$ cat config.mk
export PLATFORM = sky130hd
export DESIGN_NAME = instr_fetch_seq_flat
export DESIGN_NICKNAME = d
export VERILOG_FILES = /design/src/rtl/instr_fetch_seq_if.sv /design/src/rtl/instr_fetch_seq.sv /design/src/flat_wrapper.sv
export SDC_FILE = /design/constraint.sdc
export NUM_CORES = 1
export LEC_CHECK = 0
export ABC_AREA = 1
export ABC_CLOCK_PERIOD_IN_PS = 2490
export CORE_AREA = 8 8 102 128
export DETAILED_ROUTE_END_ITERATION = 7
export DIE_AREA = 0 0 110 136
export HOLD_SLACK_MARGIN = 0.02
export PLACE_DENSITY_LB_ADDON = 0.08
export SYNTH_ARGS = -nofsm -noshare
export SYNTH_HDL_FRONTEND = slang
export SYNTH_SLANG_ARGS = --single-unit
$ cat constraint.sdc
create_clock -name clk -period 2.49 [get_ports clk]
set_clock_uncertainty 0.1 [all_clocks]
set_input_delay 0.498 -clock clk [delete_from_list [all_inputs] [get_ports clk]]
set_output_delay 0.498 -clock clk [all_outputs]
set_load 0.03 [all_outputs]
$ cat src/rtl/instr_fetch_seq_if.sv
// Fetch sequencer bus: instruction memory port plus the
// valid/ready instruction handshake towards the datapath.
interface instr_fetch_seq_if #(
    parameter int ADDR_W = 5
);
    logic              mem_rd;
    logic [ADDR_W-1:0] mem_addr;
    logic [7:0]        mem_data;
    logic [31:0]       instr;
    logic [31:0]       pc;
    logic              instr_valid;
    logic              instr_ready;
    logic [31:0]       next_pc;
    logic              flush;
    logic [31:0]       flush_pc;
    logic              misaligned;
    logic [31:0]       fetch_count;

    modport master (
        output mem_rd, mem_addr, instr, pc, instr_valid,
        output misaligned, fetch_count,
        input  mem_data, instr_ready, next_pc, flush, flush_pc
    );

    modport slave (
        input  mem_rd, mem_addr, instr, pc, instr_valid,
        input  misaligned, fetch_count,
        output mem_data, instr_ready, next_pc, flush, flush_pc
    );
endinterface

$ cat src/rtl/instr_fetch_seq.sv
// Multi-cycle fetch: four byte reads assembled big-endian
// into one instruction word, offered over valid/ready.
module instr_fetch_seq #(
    parameter int          ADDR_W   = 5,
    parameter logic [31:0] RESET_PC = 32'h0
) (
    input logic               clk,
    input logic               rst_n,
    instr_fetch_seq_if.master bus
);
    typedef enum logic [1:0] {
        IDLE,
        FETCH,
        DRAIN,
        HOLD
    } state_t;

    state_t      r_state;
    state_t      w_state_nxt;
    logic [1:0]  r_cnt;
    logic [1:0]  w_cnt_nxt;
    logic [31:0] r_pc;
    logic [31:0] r_instr;
    logic [31:0] r_count;
    logic        r_valid;
    logic        w_flush;
    logic        w_accept;

    assign w_flush  = bus.flush && (r_state != IDLE);
    assign w_accept = (r_state == HOLD) && bus.instr_ready && !w_flush;

    // State and byte counter registers
    always_ff @(posedge clk or negedge rst_n) begin
        if (!rst_n) begin
            r_state <= IDLE;
            r_cnt   <= 2'd0;
        end else begin
            r_state <= w_state_nxt;
            r_cnt   <= w_cnt_nxt;
        end
    end

    // Next-state decode; a redirect overrides every other transition
    always_comb begin
        w_state_nxt = r_state;
        w_cnt_nxt   = r_cnt;
        unique case (r_state)
            IDLE: begin
                w_state_nxt = FETCH;
                w_cnt_nxt   = 2'd0;
            end
            FETCH: begin
                w_cnt_nxt = r_cnt + 2'd1;
                if (r_cnt == 2'd3) w_state_nxt = DRAIN;
            end
            DRAIN: begin
                w_state_nxt = HOLD;
            end
            HOLD: begin
                if (bus.instr_ready) begin
                    w_state_nxt = FETCH;
                    w_cnt_nxt   = 2'd0;
                end
            end
            default: begin
                w_state_nxt = IDLE;
                w_cnt_nxt   = 2'd0;
            end
        endcase
        if (w_flush) begin
            w_state_nxt = FETCH;
            w_cnt_nxt   = 2'd0;
        end
    end

    // PC, accepted-instruction counter and registered valid
    always_ff @(posedge clk or negedge rst_n) begin
        if (!rst_n) begin
            r_pc    <= RESET_PC;
            r_count <= 32'd0;
            r_valid <= 1'b0;
        end else begin
            r_valid <= (w_state_nxt == HOLD);
            if (w_flush) begin
                r_pc <= bus.flush_pc;
            end else if (w_accept) begin
                r_pc    <= bus.next_pc;
                r_count <= r_count + 32'd1;
            end
        end
    end

    // Byte capture: the byte read last cycle lands in its lane
    always_ff @(posedge clk or negedge rst_n) begin
        if (!rst_n) begin
            r_instr <= 32'd0;
        end else if (!w_flush) begin
            if (r_state == FETCH) begin
                case (r_cnt)
                    2'd1:    r_instr[31:24] <= bus.mem_data;
                    2'd2:    r_instr[23:16] <= bus.mem_data;
                    2'd3:    r_instr[15:8]  <= bus.mem_data;
                    default: ;
                endcase
            end else if (r_state == DRAIN) begin
                r_instr[7:0] <= bus.mem_data;
            end
        end
    end

    assign bus.mem_rd      = (r_state == FETCH);
    assign bus.mem_addr    = (r_state == FETCH)
                           ? r_pc[ADDR_W-1:0] + ADDR_W'(r_cnt)
                           : r_pc[ADDR_W-1:0];
    assign bus.instr       = r_instr;
    assign bus.pc          = r_pc;
    assign bus.instr_valid = r_valid;
    assign bus.misaligned  = r_valid && (r_pc[1:0] != 2'b00);
    assign bus.fetch_count = r_count;
endmodule

$ cat src/flat_wrapper.sv
// flat-port wrapper written by rule: the top's interface ports become plain ports
module instr_fetch_seq_flat 
#(
    parameter int          ADDR_W   = 5,
    parameter logic [31:0] RESET_PC = 32'h0
)
  (clk, rst_n, bus_mem_rd, bus_mem_addr, bus_instr, bus_pc, bus_instr_valid, bus_misaligned, bus_fetch_count, bus_mem_data, bus_instr_ready, bus_next_pc, bus_flush, bus_flush_pc);
  instr_fetch_seq_if #(.ADDR_W(ADDR_W)) bus_i ();
  input logic clk;
  input logic rst_n;
  output wire logic [$bits(bus_i.mem_rd)-1:0] bus_mem_rd;
  output wire logic [$bits(bus_i.mem_addr)-1:0] bus_mem_addr;
  output wire logic [$bits(bus_i.instr)-1:0] bus_instr;
  output wire logic [$bits(bus_i.pc)-1:0] bus_pc;
  output wire logic [$bits(bus_i.instr_valid)-1:0] bus_instr_valid;
  output wire logic [$bits(bus_i.misaligned)-1:0] bus_misaligned;
  output wire logic [$bits(bus_i.fetch_count)-1:0] bus_fetch_count;
  input wire logic [$bits(bus_i.mem_data)-1:0] bus_mem_data;
  input wire logic [$bits(bus_i.instr_ready)-1:0] bus_instr_ready;
  input wire logic [$bits(bus_i.next_pc)-1:0] bus_next_pc;
  input wire logic [$bits(bus_i.flush)-1:0] bus_flush;
  input wire logic [$bits(bus_i.flush_pc)-1:0] bus_flush_pc;
  assign bus_mem_rd = bus_i.mem_rd;
  assign bus_mem_addr = bus_i.mem_addr;
  assign bus_instr = bus_i.instr;
  assign bus_pc = bus_i.pc;
  assign bus_instr_valid = bus_i.instr_valid;
  assign bus_misaligned = bus_i.misaligned;
  assign bus_fetch_count = bus_i.fetch_count;
  assign bus_i.mem_data = bus_mem_data;
  assign bus_i.instr_ready = bus_instr_ready;
  assign bus_i.next_pc = bus_next_pc;
  assign bus_i.flush = bus_flush;
  assign bus_i.flush_pc = bus_flush_pc;
  instr_fetch_seq #(.ADDR_W(ADDR_W), .RESET_PC(RESET_PC)) u_core (.clk(clk), .rst_n(rst_n), .bus(bus_i));
endmodule
==> results.ini <==
[status]
run_status = finished, final reports clean

[routing]
dr.first_iter.drc_count = 147
vias_per_cell = 4.95
drcViolationCount = 0
detailedRoute.firstPassIterationCount = 6
wire_per_inst_um = 16.2
ant_nets = 0
postRouteWirelength_mm = 14.5
dr_total_vias = 4443

[power]
max_ir_drop_vdd_v = 0.000572
p_sw_share_pct = 37.9
total_power_uw = 5740
p_int_uw = 3560
p_sw_uw = 2170
cellPowerDensity_nw_per_um2 = 808
clock_power_share_pct = 24.2
comb_power_share_pct = 37.8
seqPwrFrac_pct = 38.0
power.static_leakage_uw = 0.00316

[floorplan]
die-height_um = 136
boundary_pin_count = 180
die_area_um2 = 15000
core_area_um2 = 11200
initial_utilization_pct = 42.5
die_w_um = 110
number_of_rows_created_at_floorplan = 44

[logic_synthesis]
synthesis.yosys.warnings = 0
postSynthNetCount = 648
syn_area_um2 = 4750
synth.mux.area_fraction_pct = 0
yosys.area_share.simple_pct = 22.6
most_common_cell_in_the_synthesized_netlist = sky130_fd_sc_hd__nand2_1
ys_seq_elements = 101
synth_cell_types = 29
synth.top_cells.by_area = sky130_fd_sc_hd__dfrtp_1 (53%), sky130_fd_sc_hd__nand2_1 (11%), sky130_fd_sc_hd__o21ai_0 (9.7%), sky130_fd_sc_hd__nor2_1 (5.5%), sky130_fd_sc_hd__inv_1 (4.0%)
yosys.area.top_type = sky130_fd_sc_hd__dfrtp_1
synth_commonest_cells = sky130_fd_sc_hd__nand2_1 (137), sky130_fd_sc_hd__dfrtp_1 (101), sky130_fd_sc_hd__o21ai_0 (92)
synth.avg_cell_area_um2 = 8.41
synth_xor_area_share_pct = 4.42
syn-instance-count = 565
postSynth.asyncResetShare_pct = 100
synth_enable_flop_cells = 0
largest_family_of_logic_cells_by_synthesized_area = simple AND/OR/NAND/NOR gates
ys_seq_area_share_pct = 53.2
synth_compound_gate_area_share_pct = 11.7
synthAdderAreaFrac_pct = 2.00
synthFlopType = sky130_fd_sc_hd__dfrtp_1
synth_top_area_share_pct = 53.2

[finish]
antenna_cells = 0
filler_cell_count = 965
number_of_nets_at_the_end_of_the_flow = 838
multi_input_comb_area_um2 = 1970
finalNonFillerCells = 898
area_taken_by_flip_flops_and_latches_um2 = 2530
area.growth.synth_to_final_pct = 49.4
drive_gt1_share_pct = 8.55

[place]
placement.io_buffers = 179
gp_congestion = 0.877
placed_cells = 877
place_worst_setup_slack_ns = 0.157
detailedPlacementHpwl_mm = 11.3

[worst_setup_path]
critical_path_arrival_ns = 1.85
timing.setup.critical_path_class = flop to primary output
slowest_stage_cell_cp = sky130_fd_sc_hd__dfrtp_1
critical_path.cell_chain = ha_2 > inv_2 > fa_2 > inv_2 > nand2_4 > xor2_1 > buf_12
critical-path-max-stage-delay_ns = 0.35
r2r_start = u_core.r_state[0]
worstPathRequired_ns = 1.89
worst_setup_path_start_kind = flop
critPathCaptureType = primary output
path_max_fanout = 2
path_common_cell = sky130_fd_sc_hd__inv_2
worstSetupStartpoint = u_core.bus.pc[0]

[sta]
grt_setup_unrepaired = true
report.final.hold_viol_count = 0
final_max_slew_viol_count = 0
timing_worst_slew_pin_value_ns = 0.504
final_critical_path_time_including_i_o_delays_and_setup_ns = 2.44
headroom_to_the_max_slew_limit_pct = 66.4
fmax_ghz = 0.409
setup-violations-final = 0
setup_ws_ns = 0.0454
period_utilization_post_route_pct = 98.2

[global_route]
global_route.overflow_total = 0
global_route.usage.total_pct = 19.7
antenna_found_initial = 0
grt_pass1_vias = 4685
grt_start_max_net_pins = 53
grt_first_pass_wirelength_mm = 23.1

[min_path]
worst_hold_path_type = primary input to async pin

[clock_network]
clk_root_buffer_cell = sky130_fd_sc_hd__clkbuf_16
holdBufCountCts = 0
cts-buffers-inserted = 9
h-tree-depth = 3
worst_setup_hold_path_clk_slew_ns = 0.08
clkSinkCount = 101
clock_latency_ns = 0.34
cts_buffer_depth = 2
cts_tree = done

[run]
drv_cap = 0

[per-stage QoR]
| stage | hold slack, ns | instance area, um2 | TNS, ns | utilization [%] |
|---|---|---|---|---|
| floorplan | 0.102 | 4760 | 0 | - |
| CTS | 0.0211 | 7090 | -0.0308 | 63.5 |
| global placement | 0.367 | 6740 | 0 | 60.3 |
| detailed placement | 0.377 | 6740 | 0 | 60.3 |
| finish | 0.00973 | 7100 | 0 | 63.6 |
| global route | 0.0262 | 7100 | -0.122 | 63.6 |
[cell families (layout without fill, tap and decap cells)]
kind of cell | after synthesis | after routing
simple gates | 255 | 255
compound gates | 108 | 108
flops | 101 | 101
buf+inv | 70 | 265
xor+xnor | 24 | 24
fa+ha+maj | 7 | 7
[flip-flops by register name, summed over array words and instances (netlist names)]
name / flops
u_core.bus.fetch_count: 32
u_core.bus.instr: 32
u_core.bus.pc: 32
u_core.r_cnt: 2
u_core.r_state: 2
u_core.bus.instr_valid: 1
[placed cells by master (no fill, tap or decap), drive strengths merged]
cell type | netlist | layout
dlygate4sd2 | 0 | 1
nor2 | 78 | 78
ha | 6 | 6
inv | 53 | 57
clkbuf | 7 | 9
dfrtp | 101 | 101
xnor2 | 10 | 10
clkdlybuf4s50 | 0 | 172
nand3 | 21 | 21
dlymetal6s2s | 0 | 1
clkinvlp | 0 | 1
and2 | 1 | 1
fa | 1 | 1
nand4 | 8 | 8
o22ai | 4 | 4
o21a | 1 | 1
buf | 10 | 22
clkinv | 0 | 2
nand2 | 140 | 140
a21oi | 3 | 3
o21ai | 100 | 100
nor4 | 1 | 1
xor2 | 14 | 14
nor3 | 6 | 6
[worst paths after layout]
kind | end | slack (ns) | cells after the start
max | bus_mem_addr[2] | 0.05 | 7
min | u_core.bus.instr[19] | 0.01 | 1
max reg2reg | u_core.bus.instr[17] | 0.68 | 6
min reg2reg | u_core.bus.instr[22] | 0.39 | 2
max in group asynchronous | u_core.r_cnt[1] | 1.62 | 2
min in group clk | u_core.bus.instr[22] | 0.39 | 2
[worst max-delay path, delay by kind of cell (launching register included)]
| family | cells | cell delay (ns) |
|---|---|---|
| AND/OR/NAND/NOR | 1 | 0.06 |
| flip-flops | 1 | 0.35 |
| adder cells (fa/ha/maj) | 2 | 0.51 |
| XOR/XNOR | 1 | 0.30 |
| buffers and inverters | 3 | 0.28 |
[area by class of cell]
| type | instances | share of cell area, % |
|---|---|---|
| timing repair buffer | 196 | 27.3 |
| tap | 138 | 2.43 |
| multi-input combinational | 394 | 27.7 |
| sequential | 101 | 35.6 |
| clock buffer | 9 | 3.17 |
| inverter | 53 | 2.80 |
| clock inverter | 7 | 1.06 |
[power by group through the flow]
| stage | clock network [uW] | registers (uW) | logic, uW |
|---|---|---|---|
| floorplan | 0 | 2790 | 497 |
| global placement | 0 | 2200 | 2130 |
| detailed placement | 0 | 2200 | 2150 |
| CTS | 1420 | 2180 | 2190 |
| global route | 1490 | 2220 | 2320 |
| finish | 1390 | 2180 | 2170 |
[layer usage]
layer / routed length [um] / vias up / GRT usage, %
li1: - / 2193 / -
met1: 5550 / 2095 / 21.3
met2: 7550 / 132 / 34.3
met3: 1070 / 23 / 6.36
met4: 350 / 0 / 7.83
met5: 0 / - / 0
[what timing repair did]
| item | in CTS | in global routing |
|---|---|---|
| endpoints found under the setup margin | 3 | 3 |
| gates resized for setup | 9 | 3 |
| pin swaps | 3 | 3 |
| setup buffers | 4 | 1 |
No activity file was read; power rests on OpenSTA's default activity.
